[src/rtl/pe_reducer_sched_if.sv]
// Signal bundle joining the job sequencer to its job source, the sparse-entry
// buffer and the PEReducer. The slave modport is the sequencer's view; the
// master modport is the view of whatever surrounds it.
interface pe_reducer_sched_if #(
  parameter int N_MAX  = 64,
  parameter int ADDR_W = 7,
  parameter int DATA_W = 16
);
  localparam int IDX_W = $clog2(N_MAX);
  localparam int LEN_W = 7;

  logic                  i_job_valid;
  logic [LEN_W-1:0]      i_job_len;
  logic                  o_job_ready;
  logic                  o_rd_en;
  logic [IDX_W-1:0]      o_rd_idx;
  logic [3*ADDR_W-1:0]   i_rd_addr;
  logic [DATA_W-1:0]     i_rd_w;
  logic [DATA_W-1:0]     i_rd_ia;
  logic [9*ADDR_W-1:0]   o_pe_addr;
  logic [3*DATA_W-1:0]   o_pe_w;
  logic [3*DATA_W-1:0]   o_pe_ia;
  logic                  o_pe_start;
  logic                  i_pe_finish;
  logic                  o_busy;
  logic                  o_done;
  logic [IDX_W-1:0]      o_groups;
  logic                  o_err;

  modport slave (
    input  i_job_valid, i_job_len,
    output o_job_ready,
    output o_rd_en, o_rd_idx,
    input  i_rd_addr, i_rd_w, i_rd_ia,
    output o_pe_addr, o_pe_w, o_pe_ia, o_pe_start,
    input  i_pe_finish,
    output o_busy, o_done, o_groups, o_err
  );

  modport master (
    output i_job_valid, i_job_len,
    input  o_job_ready,
    input  o_rd_en, o_rd_idx,
    output i_rd_addr, i_rd_w, i_rd_ia,
    input  o_pe_addr, o_pe_w, o_pe_ia, o_pe_start,
    output i_pe_finish,
    input  o_busy, o_done, o_groups, o_err
  );
endinterface

[src/rtl/pe_reducer_sched.sv]
// Job sequencer for PEReducer: reads a job's sparse entries from the entry
// buffer three at a time, loads them into three slots, fires a start pulse and
// waits for PEReducer to finish before fetching the next group. Short final
// groups are padded with zero-weight copies of the last real entry so that
// PEReducer merges the pads into that entry without changing its sum.
module pe_reducer_sched #(
  parameter int N_MAX   = 64,
  parameter int ADDR_W  = 7,
  parameter int DATA_W  = 16,
  parameter int TIMEOUT = 15
) (
  input logic               i_clk,
  input logic               i_rst_n,
  pe_reducer_sched_if.slave bus
);
  localparam int IDX_W  = $clog2(N_MAX);
  localparam int LEN_W  = 7;
  localparam int CRD_W  = 3 * ADDR_W;
  localparam int WAIT_W = $clog2(TIMEOUT + 1);
  localparam logic [LEN_W-1:0]  N_MAX_L   = LEN_W'(N_MAX);
  localparam logic [WAIT_W-1:0] WAIT_LAST = WAIT_W'(TIMEOUT - 1);

  typedef enum logic [2:0] {
    S_IDLE  = 3'd0,
    S_FETCH = 3'd1,
    S_CAPT  = 3'd2,
    S_ISSUE = 3'd3,
    S_WAIT  = 3'd4,
    S_DONE  = 3'd5
  } state_t;

  state_t             state_q, state_d;
  logic [LEN_W-1:0]   rem_q, rem_d;
  logic [LEN_W-1:0]   idx_q, idx_d;
  logic [1:0]         k_q, k_d;
  logic [WAIT_W-1:0]  wait_q, wait_d;
  logic [IDX_W-1:0]   groups_q, groups_d;
  logic               err_q, err_d;
  logic               ready_q, ready_d;
  logic [CRD_W-1:0]   slot_addr_q [3];
  logic [CRD_W-1:0]   slot_addr_d [3];
  logic [DATA_W-1:0]  slot_w_q [3];
  logic [DATA_W-1:0]  slot_w_d [3];
  logic [DATA_W-1:0]  slot_ia_q [3];
  logic [DATA_W-1:0]  slot_ia_d [3];

  logic [1:0]         grp_n;
  logic [1:0]         last_k;
  logic               rd_en_c;
  logic [IDX_W-1:0]   rd_idx_c;
  logic               start_c;
  logic               done_c;

  // Size of the current group (min(3, rem)) and the read index of its last entry.
  always_comb begin
    grp_n  = (rem_q >= LEN_W'(3)) ? 2'd3 : rem_q[1:0];
    last_k = grp_n - 2'd1;
  end

  // Next-state, counter and slot-capture logic for the job sequencer.
  always_comb begin
    state_d     = state_q;
    rem_d       = rem_q;
    idx_d       = idx_q;
    k_d         = k_q;
    wait_d      = wait_q;
    groups_d    = groups_q;
    err_d       = err_q;
    slot_addr_d = slot_addr_q;
    slot_w_d    = slot_w_q;
    slot_ia_d   = slot_ia_q;
    rd_en_c     = 1'b0;
    rd_idx_c    = '0;
    start_c     = 1'b0;
    done_c      = 1'b0;

    unique case (state_q)
      S_IDLE: begin
        if (bus.i_job_valid && ready_q) begin
          rem_d    = bus.i_job_len;
          idx_d    = '0;
          k_d      = 2'd0;
          groups_d = '0;
          err_d    = 1'b0;
          if (bus.i_job_len == '0) begin
            state_d = S_DONE;
          end else if (bus.i_job_len > N_MAX_L) begin
            err_d   = 1'b1;
            state_d = S_DONE;
          end else begin
            state_d = S_FETCH;
          end
        end
      end

      S_FETCH: begin
        rd_en_c  = 1'b1;
        rd_idx_c = IDX_W'(idx_q + LEN_W'(k_q));
        for (int s = 0; s < 3; s++) begin
          if ((k_q != 2'd0) && (2'(s) == (k_q - 2'd1))) begin
            slot_addr_d[s] = bus.i_rd_addr;
            slot_w_d[s]    = bus.i_rd_w;
            slot_ia_d[s]   = bus.i_rd_ia;
          end
        end
        if (k_q == last_k) begin
          state_d = S_CAPT;
        end else begin
          k_d = k_q + 2'd1;
        end
      end

      S_CAPT: begin
        for (int s = 0; s < 3; s++) begin
          if (2'(s) == last_k) begin
            slot_addr_d[s] = bus.i_rd_addr;
            slot_w_d[s]    = bus.i_rd_w;
            slot_ia_d[s]   = bus.i_rd_ia;
          end else if (2'(s) > last_k) begin
            slot_addr_d[s] = bus.i_rd_addr;
            slot_w_d[s]    = '0;
            slot_ia_d[s]   = '0;
          end
        end
        idx_d   = idx_q + LEN_W'(grp_n);
        rem_d   = rem_q - LEN_W'(grp_n);
        k_d     = 2'd0;
        state_d = S_ISSUE;
      end

      S_ISSUE: begin
        start_c  = 1'b1;
        groups_d = groups_q + IDX_W'(1);
        wait_d   = '0;
        state_d  = S_WAIT;
      end

      S_WAIT: begin
        if (bus.i_pe_finish) begin
          state_d = (rem_q != '0) ? S_FETCH : S_DONE;
        end else if (wait_q == WAIT_LAST) begin
          err_d   = 1'b1;
          state_d = S_DONE;
        end else begin
          wait_d = wait_q + WAIT_W'(1);
        end
      end

      S_DONE: begin
        done_c  = 1'b1;
        state_d = S_IDLE;
      end

      default: begin
        state_d = S_IDLE;
      end
    endcase

    ready_d = (state_d == S_IDLE);
  end

  // State, counters, status and slot registers; reset aborts any job in flight.
  always_ff @(posedge i_clk or negedge i_rst_n) begin
    if (!i_rst_n) begin
      state_q  <= S_IDLE;
      rem_q    <= '0;
      idx_q    <= '0;
      k_q      <= 2'd0;
      wait_q   <= '0;
      groups_q <= '0;
      err_q    <= 1'b0;
      ready_q  <= 1'b0;
      for (int s = 0; s < 3; s++) begin
        slot_addr_q[s] <= '0;
        slot_w_q[s]    <= '0;
        slot_ia_q[s]   <= '0;
      end
    end else begin
      state_q     <= state_d;
      rem_q       <= rem_d;
      idx_q       <= idx_d;
      k_q         <= k_d;
      wait_q      <= wait_d;
      groups_q    <= groups_d;
      err_q       <= err_d;
      ready_q     <= ready_d;
      slot_addr_q <= slot_addr_d;
      slot_w_q    <= slot_w_d;
      slot_ia_q   <= slot_ia_d;
    end
  end

  // Slots are packed with slot 0 in the least-significant position.
  always_comb begin
    bus.o_pe_addr = {slot_addr_q[2], slot_addr_q[1], slot_addr_q[0]};
    bus.o_pe_w    = {slot_w_q[2], slot_w_q[1], slot_w_q[0]};
    bus.o_pe_ia   = {slot_ia_q[2], slot_ia_q[1], slot_ia_q[0]};
  end

  // Status and strobe outputs; ready is registered so it stays low while in reset.
  always_comb begin
    bus.o_job_ready = ready_q;
    bus.o_busy      = (state_q != S_IDLE);
    bus.o_rd_en     = rd_en_c;
    bus.o_rd_idx    = rd_idx_c;
    bus.o_pe_start  = start_c;
    bus.o_done      = done_c;
    bus.o_groups    = groups_q;
    bus.o_err       = err_q;
  end

endmodule
[src/flat_wrapper.sv]
// flat-port wrapper written by rule: the top's interface ports become plain ports
module pe_reducer_sched_flat 
#(
  parameter int N_MAX   = 64,
  parameter int ADDR_W  = 7,
  parameter int DATA_W  = 16,
  parameter int TIMEOUT = 15
)
  (i_clk, i_rst_n, bus_i_job_valid, bus_i_job_len, bus_o_job_ready, bus_o_rd_en, bus_o_rd_idx, bus_i_rd_addr, bus_i_rd_w, bus_i_rd_ia, bus_o_pe_addr, bus_o_pe_w, bus_o_pe_ia, bus_o_pe_start, bus_i_pe_finish, bus_o_busy, bus_o_done, bus_o_groups, bus_o_err);
  pe_reducer_sched_if #(.N_MAX(N_MAX), .ADDR_W(ADDR_W), .DATA_W(DATA_W)) bus_i ();
  input logic i_clk;
  input logic i_rst_n;
  input wire logic [$bits(bus_i.i_job_valid)-1:0] bus_i_job_valid;
  input wire logic [$bits(bus_i.i_job_len)-1:0] bus_i_job_len;
  output wire logic [$bits(bus_i.o_job_ready)-1:0] bus_o_job_ready;
  output wire logic [$bits(bus_i.o_rd_en)-1:0] bus_o_rd_en;
  output wire logic [$bits(bus_i.o_rd_idx)-1:0] bus_o_rd_idx;
  input wire logic [$bits(bus_i.i_rd_addr)-1:0] bus_i_rd_addr;
  input wire logic [$bits(bus_i.i_rd_w)-1:0] bus_i_rd_w;
  input wire logic [$bits(bus_i.i_rd_ia)-1:0] bus_i_rd_ia;
  output wire logic [$bits(bus_i.o_pe_addr)-1:0] bus_o_pe_addr;
  output wire logic [$bits(bus_i.o_pe_w)-1:0] bus_o_pe_w;
  output wire logic [$bits(bus_i.o_pe_ia)-1:0] bus_o_pe_ia;
  output wire logic [$bits(bus_i.o_pe_start)-1:0] bus_o_pe_start;
  input wire logic [$bits(bus_i.i_pe_finish)-1:0] bus_i_pe_finish;
  output wire logic [$bits(bus_i.o_busy)-1:0] bus_o_busy;
  output wire logic [$bits(bus_i.o_done)-1:0] bus_o_done;
  output wire logic [$bits(bus_i.o_groups)-1:0] bus_o_groups;
  output wire logic [$bits(bus_i.o_err)-1:0] bus_o_err;
  assign bus_i.i_job_valid = bus_i_job_valid;
  assign bus_i.i_job_len = bus_i_job_len;
  assign bus_o_job_ready = bus_i.o_job_ready;
  assign bus_o_rd_en = bus_i.o_rd_en;
  assign bus_o_rd_idx = bus_i.o_rd_idx;
  assign bus_i.i_rd_addr = bus_i_rd_addr;
  assign bus_i.i_rd_w = bus_i_rd_w;
  assign bus_i.i_rd_ia = bus_i_rd_ia;
  assign bus_o_pe_addr = bus_i.o_pe_addr;
  assign bus_o_pe_w = bus_i.o_pe_w;
  assign bus_o_pe_ia = bus_i.o_pe_ia;
  assign bus_o_pe_start = bus_i.o_pe_start;
  assign bus_i.i_pe_finish = bus_i_pe_finish;
  assign bus_o_busy = bus_i.o_busy;
  assign bus_o_done = bus_i.o_done;
  assign bus_o_groups = bus_i.o_groups;
  assign bus_o_err = bus_i.o_err;
  pe_reducer_sched #(.N_MAX(N_MAX), .ADDR_W(ADDR_W), .DATA_W(DATA_W), .TIMEOUT(TIMEOUT)) u_core (.i_clk(i_clk), .i_rst_n(i_rst_n), .bus(bus_i));
endmodule
[config.mk]
export PLATFORM = sky130hd
export DESIGN_NAME = pe_reducer_sched_flat
export DESIGN_NICKNAME = d
export VERILOG_FILES = /design/src/rtl/pe_reducer_sched_if.sv /design/src/rtl/pe_reducer_sched.sv /design/src/flat_wrapper.sv
export SDC_FILE = /design/constraint.sdc
export NUM_CORES = 1
export LEC_CHECK = 0
export BUFFER_PORTS_ARGS = -buffer_cell sky130_fd_sc_hd__clkbuf_2
export CAP_MARGIN = 10
export CORE_MARGIN = 5
export CORE_UTILIZATION = 40
export CTS_CLUSTER_SIZE = 30
export DETAILED_ROUTE_END_ITERATION = 10
export SLEW_MARGIN = 20
export SYNTH_ARGS = -nofsm -noshare
export SYNTH_HDL_FRONTEND = slang
export SYNTH_SLANG_ARGS = --single-unit
[constraint.sdc]
create_clock -name i_clk -period 8.7 [get_ports i_clk]
set_input_delay 0.87 -clock i_clk [delete_from_list [all_inputs] [get_ports i_clk]]
set_output_delay 0.87 -clock i_clk [all_outputs]
set_load 0.03 [all_outputs]
==> run metrics, run 1 <==
Tot GR Track Use 0.178; Yosys warnings 0; clock share of power 0.165; worst slack, placed 5.06 ns; Via Count between 5000 and 6000; CTS tree built; clock sinks 189; Pleak about 0.005 µW; status completed; cell count after synthesis 644; Async S/R FF share, synth 1.00; Final GP Congestion 0.776; fin crit share 0.418; max_slew headroom 0.342; drt drc 0; worst path required time roughly 9.0 ns; Final Max Tran Viols 0; startpoint types flop; PortBufs 240; post-route ant nets 0; post-DP HPWL 14300 µm; die height around 150 µm; Synth Cell Area 7890 µm²; setup ws final 5.06 ns; setup tns final 0 ns; fillcell total 1777; syn_nets 725; Inserted Diodes 0; Die Footprint approximately 23000 µm²; CP max FO 85; core footprint 19500 µm²; clock skew 0.0179 ns; clk root buf clkbuf_16; min Tclk post-route between 3 and 4 ns; Critical Path AT 3.95 ns; Vias/cell 5.03; Comb pwr share 0.500; final setup vio count 0; unrepaired setup endpoints after global routing no; Final Hold Viols 0; Yosys reg bits roughly 190; die width 150 µm; antenna violations before repair 0; met2 Use GR 0.282; DR WL/cell 17.6 µm; clock-pin slew on the worst setup and hold paths 0.08 ns; number of DRC markers in iteration 0 226; IO Pins 241; post-CTS setup buffers 0; PD cells 475 nW/µm²; DRT Pass-1 Iters 4; maximum vdd drop 182 µV; Seq pwr share 0.335; met3 Usage GRT 0.0464; FMAX 275 MHz; worst-skew pair later-pin latency 0.43 ns; Worst Path Class, Setup reg -> reg; sw frac 0.477; Max H-tree Level 4; Site Rows 51; post-CTS sizing 0; FF-to-FF setup slack 5.06 ns; remaining global-route overflow 0; met1 Use GR 0.243; Area Growth Syn to Fin 25.3%; worst slew pin tran 0.987 ns; Main synth FF type dfrtp_1; CTS Buffer Depth 2; Mean Syn Cell Area roughly 12 µm²; EDFF count, synth 0; sequential cell area fraction in the yosys report 0.600; Post-CTS Hold Buffers 0; WL final 20200 µm; cts bufs inserted 17; crit end category flop; Internal 2460 µW; max_cap viols 0; largest net degree at the start of global routing 121; layer with the highest usage met2; nets 952; HP Class reg -> reg; starting density of the core 0.405; layout cells sized above 1 0.354; vias in the first global route 5795; synth unique cells 59; Psw 2240 µW; global-route wire length before repair 31700 µm
cell families after synthesis:
group           synth area share
flops                      0.600
buf+inv                   0.0312
simple gates              0.0948
compound gates             0.141
mux                       0.0950
fa+ha+maj                 0.0289
xor+xnor                 0.00999
routing by layer:
layer / up-vias / part of all wire
met1: 2822 / 0.45
li1: 2763 / -
met2: 177 / 0.46
met3: 19 / 0.068
met5: - / 0
met4: 0 / 0.015
state kept, by name, summed over array words and instances, names as in the netlist:
signal and flops:
u_core.rem_q 7, u_core.bus.o_groups 6, u_core.wait_q 4, u_core.idx_q 6, u_core.k_q 2, u_core.bus.o_pe_addr 63, u_core.bus.o_job_ready 1, u_core.bus.o_pe_ia 48
u_core.bus.o_pe_w 48, u_core.state_q 3, u_core.bus.o_err 1
worst max-delay path: stages, from the launching register on:
cell      delay, ns
dfrtp_1        0.43
or3_1          0.44
or3_1          0.48
ha_1           0.23
or4b_1         0.45
buf_4          0.26
o211ai_4       0.10
buf_4          0.65
mux2_2         0.41
cell usage after synthesis (2+ instances only):
cell         n  share of area
a21o_1       3         0.0029
a21oi_1     14         0.0089
a22o_1      65          0.072
a22oi_1      4         0.0038
and2_1       4         0.0032
and3_1       3         0.0024
buf_2       14         0.0089
buf_6        5         0.0071
clkbuf_1    19         0.0090
dfrtp_1    189           0.60
fa_1         2         0.0051
ha_1        15          0.024
inv_1        9         0.0043
mux2_1      38          0.054
mux2_2      25          0.036
mux2i_1      4         0.0051
nand2_1     84          0.040
nand2_2      2         0.0016
nand2b_1     6         0.0048
nand3_1     12         0.0076
nand4_1      2         0.0016
nor2_1      19         0.0090
nor2b_1      3         0.0024
nor4_1       3         0.0024
o211ai_1     4         0.0038
o21ai_0     44          0.028
o221ai_1     2         0.0022
o2bb2ai_1    2         0.0022
o32a_1       2         0.0025
or2_2        2         0.0016
or3_1        7         0.0056
or3b_1       2         0.0022
or4b_1       2         0.0025
xnor2_1      4         0.0044
xor2_1       5         0.0056
area by class of cell:
class / instances / area, µm² / area share
Multi-Input combinational cell: 405 / 2930 / 0.296
Sequential cell: 189 / 4730 / 0.478
Inverter: 11 / 41.3 / 0.00418
Tap cell: 265 / 332 / 0.0335
Clock inverter: 14 / 165 / 0.0167
Clock buffer: 18 / 429 / 0.0434
Timing Repair Buffer: 247 / 1260 / 0.128
layout by cell type, fill, tap and decap left out, types with 4 or more instances in the layout:
cell type  synthesis  layout
xnor2_1            4       4
clkinv_8           0       4
inv_6              0       5
nand2_1           84      84
buf_4              1       7
dfrtp_1          189     189
a22o_1            65      65
o211ai_1           4       4
inv_1              9       9
mux2i_1            4       4
mux2_1            38      38
a22oi_1            4       4
ha_1              15      15
and2_1             4       4
xor2_1             5       5
nor2_1            19      17
clkbuf_2           0     239
nand3_1           12      12
or3_1              7       7
a21oi_1           14      14
o21ai_0           44      44
nand2b_1           6       6
mux2_2            25      25
clkbuf_16          0      17
final timing paths:
| check | start | end | depth (start not counted) |
|---|---|---|---|
| max | u_core.rem_q[4]$_DFFE_PN0P_ | u_core.bus.o_pe_addr[14]$_DFFE_PN0P_ | 8 |
| min | u_core.bus.o_groups[5]$_DFFE_PN0P_ | u_core.bus.o_groups[5]$_DFFE_PN0P_ | 1 |
| max reg2reg | u_core.rem_q[4]$_DFFE_PN0P_ | u_core.bus.o_pe_addr[14]$_DFFE_PN0P_ | 8 |
| min reg2reg | u_core.bus.o_groups[5]$_DFFE_PN0P_ | u_core.bus.o_groups[5]$_DFFE_PN0P_ | 1 |
| max in group asynchronous | i_rst_n | u_core.bus.o_pe_addr[14]$_DFFE_PN0P_ | 2 |
| min in group asynchronous | i_rst_n | u_core.bus.o_pe_w[18]$_DFFE_PN0P_ | 1 |
power by group through the flow:
| stage | clock network, µW | registers (µW) | logic, µW |
|---|---|---|---|
| 3_5_place_dp | 0 | 1590 | 2390 |
| 3_3_place_gp | 0 | 1590 | 2360 |
| 2_1_floorplan | 0 | 2260 | 1010 |
| 5_1_grt | 832 | 1630 | 2540 |
| 6_report | 777 | 1580 | 2350 |
| 4_1_cts | 796 | 1580 | 2390 |
stage by stage:
stage / util / std cells / hold WS [ns] / cell area (µm²) / total power, µW
3_5_place_dp: 0.477 / 1117 / 0.469 / 9290 / 3970
2_1_floorplan: - / 644 / 0.473 / 7890 / 3270
6_report: 0.508 / 1149 / 0.476 / 9890 / 4700
5_1_grt: 0.508 / 1149 / 0.501 / 9890 / 5000
3_3_place_gp: 0.477 / 1117 / 0.460 / 9290 / 3950
4_1_cts: 0.508 / 1149 / 0.484 / 9890 / 4760
No activity file was read; power rests on OpenSTA's default activity.
==> run 2: changes to the inputs <==
--- a/config.mk
+++ b/config.mk
@@ -11,6 +11,7 @@
 export CORE_UTILIZATION = 40
 export CTS_CLUSTER_SIZE = 30
 export DETAILED_ROUTE_END_ITERATION = 10
+export PLACE_DENSITY = 0.67
 export SLEW_MARGIN = 20
 export SYNTH_ARGS = -nofsm -noshare
 export SYNTH_HDL_FRONTEND = slang
==> constraint.sdc (replaced) <==
create_clock -name i_clk -period 3.25 [get_ports i_clk]
set_input_delay 0.325 -clock i_clk [delete_from_list [all_inputs] [get_ports i_clk]]
set_output_delay 0.325 -clock i_clk [all_outputs]
set_load 0.03 [all_outputs]
==> run 2 against run 1 <==
  * First-iteration DRC count up 18%
  * Maximum frequency up 23%
  * Largest power group unchanged
  * Critical path depth down 1
  * Largest cell class unchanged
  * Combinational power rose to 2.8 times the previous value
  * Register-to-register slack worse by 4.8 ns
==> run metrics, run 2 (same netlist as run 1, synthesis figures left out) <==
status completed (unchanged); vias in the first global route 5850 (was 5795); final setup vio count 0 (unchanged); reg2reg end u_core.bus.o_pe_addr[14]$_DFFE_PN0P_ (unchanged); Die Footprint 22600 µm² (unchanged); worst slew pin tran 0.779 ns (was 0.987 ns); maximum vdd drop 583 µV (was 182 µV); WL final 20600 µm (was 20200 µm); Max H-tree Level 4 (unchanged); layout cells sized above 1 0.358 (was 0.354); worst path required time 3.56 ns (was 9.01 ns); clock sinks 189 (unchanged); worst hold start bus_i_rd_addr[9] (was u_core.bus.o_groups[5]$_DFFE_PN0P_); post-DP HPWL 14800 µm (was 14300 µm); Final Hold Viols 0 (unchanged); DRT Pass-1 Iters 4 (unchanged); Pleak 0.00507 µW (was 0.00500 µW); cts bufs inserted 17 (unchanged); post-CTS setup buffers 0 (unchanged); CP max FO 21 (was 85); DR WL/cell 17.8 µm (was 17.6 µm); FF-to-FF setup slack 0.30 ns (was 5.06 ns); Worst R2R Start u_core.rem_q[4]$_DFFE_PN0P_ (unchanged); HP Class in -> reg (was reg -> reg); Final GP Congestion 0.822 (was 0.776); nets 958 (was 952); max_slew headroom 0.473 (was 0.342); hold path cells 2 (was 1); die width 150 µm (unchanged); total power 12800 µW (was 4700 µW); worst-skew pair later-pin latency 0.43 ns (about the same); PD cells 1280 nW/µm² (was 475 nW/µm²); die height 150 µm (unchanged); post-route ant nets 0 (unchanged); post-CTS sizing 0 (unchanged); CTS Buffer Depth 2 (unchanged); Site Rows 51 (unchanged); setup tns final 0 ns (unchanged); Worst Path Class, Setup reg -> reg (unchanged); max reg flops 63 (unchanged); largest net degree at the start of global routing 79 (was 121); unrepaired setup endpoints after global routing no (unchanged); Final Max Tran Viols 0 (unchanged); remaining global-route overflow 0 (unchanged); IO Pins 241 (unchanged); global-route wire length before repair 32600 µm (was 31700 µm); clk root buf clkbuf_16 (unchanged); core footprint 19500 µm² (unchanged); Tot GR Track Use 0.182 (was 0.178); CTS tree built (unchanged); max_cap viols 0 (unchanged); starting density of the core 0.405 (unchanged); startpoint types flop (unchanged); Via Count 6008 (was 5781); commonest non-fill, non-tap cell in the layout clkbuf_2 (unchanged); number of DRC markers in iteration 0 267 (was 226); Vias/cell 5.20 (was 5.03); R2R depth 7 (was 8); PortBufs 240 (unchanged); Inserted Diodes 0 (unchanged); Critical Path AT 3.26 ns (was 3.95 ns); Post-CTS Hold Buffers 1 (was 0); FMAX 339 MHz (was 275 MHz); fin crit share 0.908 (was 0.418); most frequent cells in the layout clkbuf_2, dfrtp_1, nand2_1, a22o_1, o21ai_0 (unchanged); drt drc 0 (unchanged); hold endpoint u_core.bus.o_pe_addr[30]$_DFFE_PN0P_ (was u_core.bus.o_groups[5]$_DFFE_PN0P_); antenna violations before repair 0 (unchanged); clock skew 0.0169 ns (was 0.0179 ns); crit end category flop (unchanged); min Tclk post-route 2.95 ns (was 3.64 ns); Area Growth Syn to Fin 27.0% (was 25.3%); clock-pin slew on the worst setup and hold paths 0.08 ns (about the same)
==> run 2: worst max path at each step <==
stage	start	end	slack, ns	cells after the start
after global placement	u_core.rem_q[4]$_DFFE_PN0P_	u_core.bus.o_pe_addr[10]$_DFFE_PN0P_	0.36	7
after global routing	u_core.rem_q[4]$_DFFE_PN0P_	u_core.bus.o_pe_addr[42]$_DFFE_PN0P_	0.17	7
final	u_core.rem_q[4]$_DFFE_PN0P_	u_core.bus.o_pe_addr[14]$_DFFE_PN0P_	0.30	7
after detailed placement	u_core.rem_q[4]$_DFFE_PN0P_	u_core.bus.o_pe_addr[14]$_DFFE_PN0P_	0.33	7
after floorplan	u_core.rem_q[5]$_DFFE_PN0P_	u_core.bus.o_pe_addr[15]$_DFFE_PN0P_	0.35	9
after CTS	u_core.rem_q[4]$_DFFE_PN0P_	u_core.bus.o_pe_addr[14]$_DFFE_PN0P_	0.29	7
==> run 2: cell type report <==
cell class / count / area, µm²
repair buffers: 253 / 1380
flip-flops and latches: 189 / 4730
inverters: 11 / 41.3
well taps: 265 / 332
multi-input cells: 405 / 2930
clock buffers: 17 / 425
clock inverters: 15 / 180
fillers: 1729 / 9450
==> run 2: through the flow <==
| step | util | instance area [µm²] | worst slack (ns) | hold WS [ns] | instances |
|---|---|---|---|---|---|
| finish | 0.515 | 10000 | 0.299 | 0.128 | 1155 |
| global route | 0.515 | 10000 | 0.173 | 0.126 | 1155 |
| CTS | 0.515 | 10000 | 0.292 | 0.112 | 1155 |
| detailed placement | 0.483 | 9400 | 0.326 | 0.416 | 1122 |
| global placement | 0.483 | 9400 | 0.364 | 0.420 | 1122 |
| floorplan | - | 7890 | 0.351 | 0.0294 | 644 |
==> run 2: critical path, stage by stage, from the launching register on <==
cell and delay, ns:
dfrtp_1 0.43, or3_1 0.43, or3_1 0.48, ha_1 0.24, or4b_1 0.54, o211ai_4 0.14, buf_12 0.21, mux2_2 0.36
==> run 2: where the power goes <==
part	internal, µW	switching (µW)
Clock	1050	1060
Sequential	3470	743
Combinational	2210	4290
Total	6740	6090
==> run 2: routing by layer <==
metal / vias up / global-route usage / part of all wire
li1: 2781 / - / -
met1: 2962 / 0.250 / 0.44
met2: 237 / 0.290 / 0.46
met3: 28 / 0.0400 / 0.079
met4: 0 / 0.0586 / 0.019
met5: - / 0 / 0
==> run 3: changes to the inputs <==
--- a/config.mk
+++ b/config.mk
@@ -8,10 +8,10 @@
 export BUFFER_PORTS_ARGS = -buffer_cell sky130_fd_sc_hd__clkbuf_2
 export CAP_MARGIN = 10
 export CORE_MARGIN = 5
-export CORE_UTILIZATION = 40
+export CORE_UTILIZATION = 46
 export CTS_CLUSTER_SIZE = 30
 export DETAILED_ROUTE_END_ITERATION = 10
-export PLACE_DENSITY = 0.67
+export PLACE_DENSITY = 0.76
 export SLEW_MARGIN = 20
 export SYNTH_ARGS = -nofsm -noshare
 export SYNTH_HDL_FRONTEND = slang
==> run 3 against run 2 <==
  * Clock-buffer cell count increased by 3
  * Critical path type unchanged
  * Power shrank 0.63%
  * Cell count fell by 3.6%
  * Highest routed layer unchanged
  * Clock power decreased by 6%
==> run metrics, run 3 (same netlist as run 1, synthesis figures left out) <==
Internal 6730 µW (was 6740 µW); cell mode on critical path or3_1 (unchanged); number of DRC markers in iteration 0 321 (was 267); global-route wire length before repair 33200 µm (was 32600 µm); antenna violations before repair 0 (unchanged); R2R depth 8 (was 7); core footprint 16700 µm² (was 19500 µm²); Site Rows 47 (was 51); clock share of power 0.156 (was 0.164); cts bufs inserted 17 (unchanged); worst hold start bus_i_job_len[2] (was bus_i_rd_addr[9]); multi-input logic area 2930 µm² (unchanged); CTS tree built (unchanged); status completed (unchanged); PortBufs 240 (unchanged); Final GP Congestion 0.815 (was 0.822); largest net degree at the start of global routing 62 (was 79); die width 141 µm (was 150 µm); post-CTS setup buffers 0 (unchanged); IO Pins 241 (unchanged); nets 961 (was 958); clock-pin slew on the worst setup and hold paths 0.07 ns (was 0.08 ns); final setup vio count 0 (unchanged); die height 141 µm (was 150 µm); remaining global-route overflow 0 (unchanged); Inserted Diodes 0 (unchanged); CTS Buffer Depth 2 (unchanged); starting density of the core 0.472 (was 0.405); HP Class in -> reg (unchanged); clk root buf clkbuf_16 (unchanged); Non-Filler Cell Area, Final 9930 µm² (was 10000 µm²); max_cap viols 0 (unchanged); PD cells 1280 nW/µm² (about the same); Seq pwr share 0.332 (was 0.329); hold endpoint u_core.rem_q[2]$_DFFE_PN0P_ (was u_core.bus.o_pe_addr[30]$_DFFE_PN0P_); maximum vdd drop 616 µV (was 583 µV); CP Buf/Inv Count 2 (was 1); Comb pwr share 0.512 (was 0.507); Max H-tree Level 4 (unchanged); min Tclk post-route 3.01 ns (was 2.95 ns); Tot GR Track Use 0.210 (was 0.182); post-DP HPWL 15000 µm (was 14800 µm); worst slew pin tran 0.720 ns (was 0.779 ns); vias in the first global route 6050 (was 5850); startpoint types flop (unchanged); worst path required time 3.55 ns (was 3.56 ns); Final Hold Viols 0 (unchanged); max_slew headroom 0.513 (was 0.473); post-route ant nets 0 (unchanged); Worst R2R Start u_core.rem_q[5]$_DFFE_PN0P_ (was u_core.rem_q[4]$_DFFE_PN0P_); critical path's top delay family simple AND/OR/NAND/NOR gates (unchanged); hold path cells 3 (was 2); FMAX 333 MHz (was 339 MHz); max reg flops 63 (unchanged); Via Count 6001 (was 6008); CP max stage delay 0.54 ns (about the same); clock skew 0.0104 ns (was 0.0169 ns); most frequent cells in the layout clkbuf_2, dfrtp_1, nand2_1, a22o_1, o21ai_0 (unchanged); Psw 6010 µW (was 6090 µW); commonest non-fill, non-tap cell in the layout clkbuf_2 (unchanged); Vias/cell 5.39 (was 5.20); DRT Pass-1 Iters 4 (unchanged); WL final 20500 µm (was 20600 µm); Area Growth Syn to Fin 25.8% (was 27.0%); crit end category flop (unchanged); CP max FO 21 (unchanged); fin crit share 0.925 (was 0.908); DR WL/cell 18.4 µm (was 17.8 µm); Pleak 0.00504 µW (was 0.00507 µW); Worst Path Class, Setup reg -> reg (unchanged); CP max stage cell or4b_1 (unchanged); Die Footprint 19900 µm² (was 22600 µm²); Placement Cell Area 9340 µm² (was 9400 µm²); FF-to-FF setup slack 0.24 ns (was 0.30 ns); layout cells sized above 1 0.358 (about the same); worst-skew pair later-pin latency 0.43 ns (about the same); FF+latch area 4730 µm² (unchanged); fillcell total 1393 (was 1729); Final Max Tran Viols 0 (unchanged); clock sinks 189 (unchanged); unrepaired setup endpoints after global routing no (unchanged); drt drc 0 (unchanged); crit-path cells or3_1, or3_1, ha_1, or4b_1, o211ai_4, buf_12, buf_4, o21ai_0 (was or3_1, or3_1, ha_1, or4b_1, o211ai_4, buf_12, mux2_2); reg2reg end u_core.bus.o_pe_ia[9]$_DFFE_PN0P_ (was u_core.bus.o_pe_addr[14]$_DFFE_PN0P_); Critical Path AT 3.30 ns (was 3.26 ns); sw frac 0.472 (was 0.475); setup tns final 0 ns (unchanged); final worst hold slack 0.132 ns (was 0.128 ns)
[run 3: cell types whose count changed in the layout (fill, tap and decap cells not counted), sizes merged]
cell      delta
buf          +3
clkbuf       +3
clkinv       -2
clkinvlp     +3
inv          -4
[run 3: cell type report]
| type | instances | area share |
|---|---|---|
| sequential | 189 | 0.476 |
| tap | 220 | 0.0277 |
| timing repair buffer | 256 | 0.139 |
| multi-input combinational | 405 | 0.295 |
| inverter | 11 | 0.00416 |
| clock buffer | 20 | 0.0450 |
| clock inverter | 12 | 0.0127 |
[run 3: routing by layer]
metal | up-vias | routed length (µm) | track usage
li1 | 2794 | - | -
met1 | 2954 | 8780 | 0.275
met2 | 218 | 9850 | 0.339
met3 | 35 | 1410 | 0.0535
met4 | 0 | 476 | 0.0796
met5 | - | 0 | 0
[run 3: power groups by stage]
stage	combinational, µW	sequential (µW)	clock (µW)
2_1_floorplan	2710	6040	0
3_3_place_gp	6430	4220	0
3_5_place_dp	6580	4250	0
4_1_cts	6620	4220	2040
5_1_grt	7020	4370	2150
6_report	6520	4230	1990
[run 3: metrics by stage]
stage	utilization	power, µW	setup WS (ns)	instances
after global placement	0.559	10700	0.340	1080
after detailed placement	0.559	10800	0.245	1080
after CTS	0.594	12900	0.227	1113
after global routing	0.594	13500	0.0991	1113
after floorplan	-	8750	0.351	644
final	0.594	12700	0.245	1113
[run 3: what timing repair did]
action / CTS / global route
hold endpoints to repair: 55 / 0
resized for setup: 0 / 0
hold buffers: 1 / 0
[run 3: tightest hold or removal path: cells and delay by family]
kind	cells	cell delay, ns
compound gates	1	0.06
buf+inv	1	0.09
simple gates	1	0.04
[run 3: how the worst max path moves through the flow]
stage                                      startpoint                                   end  depth (start not counted)
after floorplan           u_core.rem_q[5]$_DFFE_PN0P_  u_core.bus.o_pe_addr[15]$_DFFE_PN0P_                          9
after global placement    u_core.rem_q[4]$_DFFE_PN0P_  u_core.bus.o_pe_addr[62]$_DFFE_PN0P_                          7
after detailed placement  u_core.rem_q[4]$_DFFE_PN0P_     u_core.bus.o_pe_ia[9]$_DFFE_PN0P_                          8
after CTS                 u_core.rem_q[4]$_DFFE_PN0P_     u_core.bus.o_pe_ia[9]$_DFFE_PN0P_                          8
after global routing      u_core.rem_q[4]$_DFFE_PN0P_     u_core.bus.o_pe_ia[4]$_DFFE_PN0P_                          8
final                     u_core.rem_q[5]$_DFFE_PN0P_     u_core.bus.o_pe_ia[9]$_DFFE_PN0P_                          8
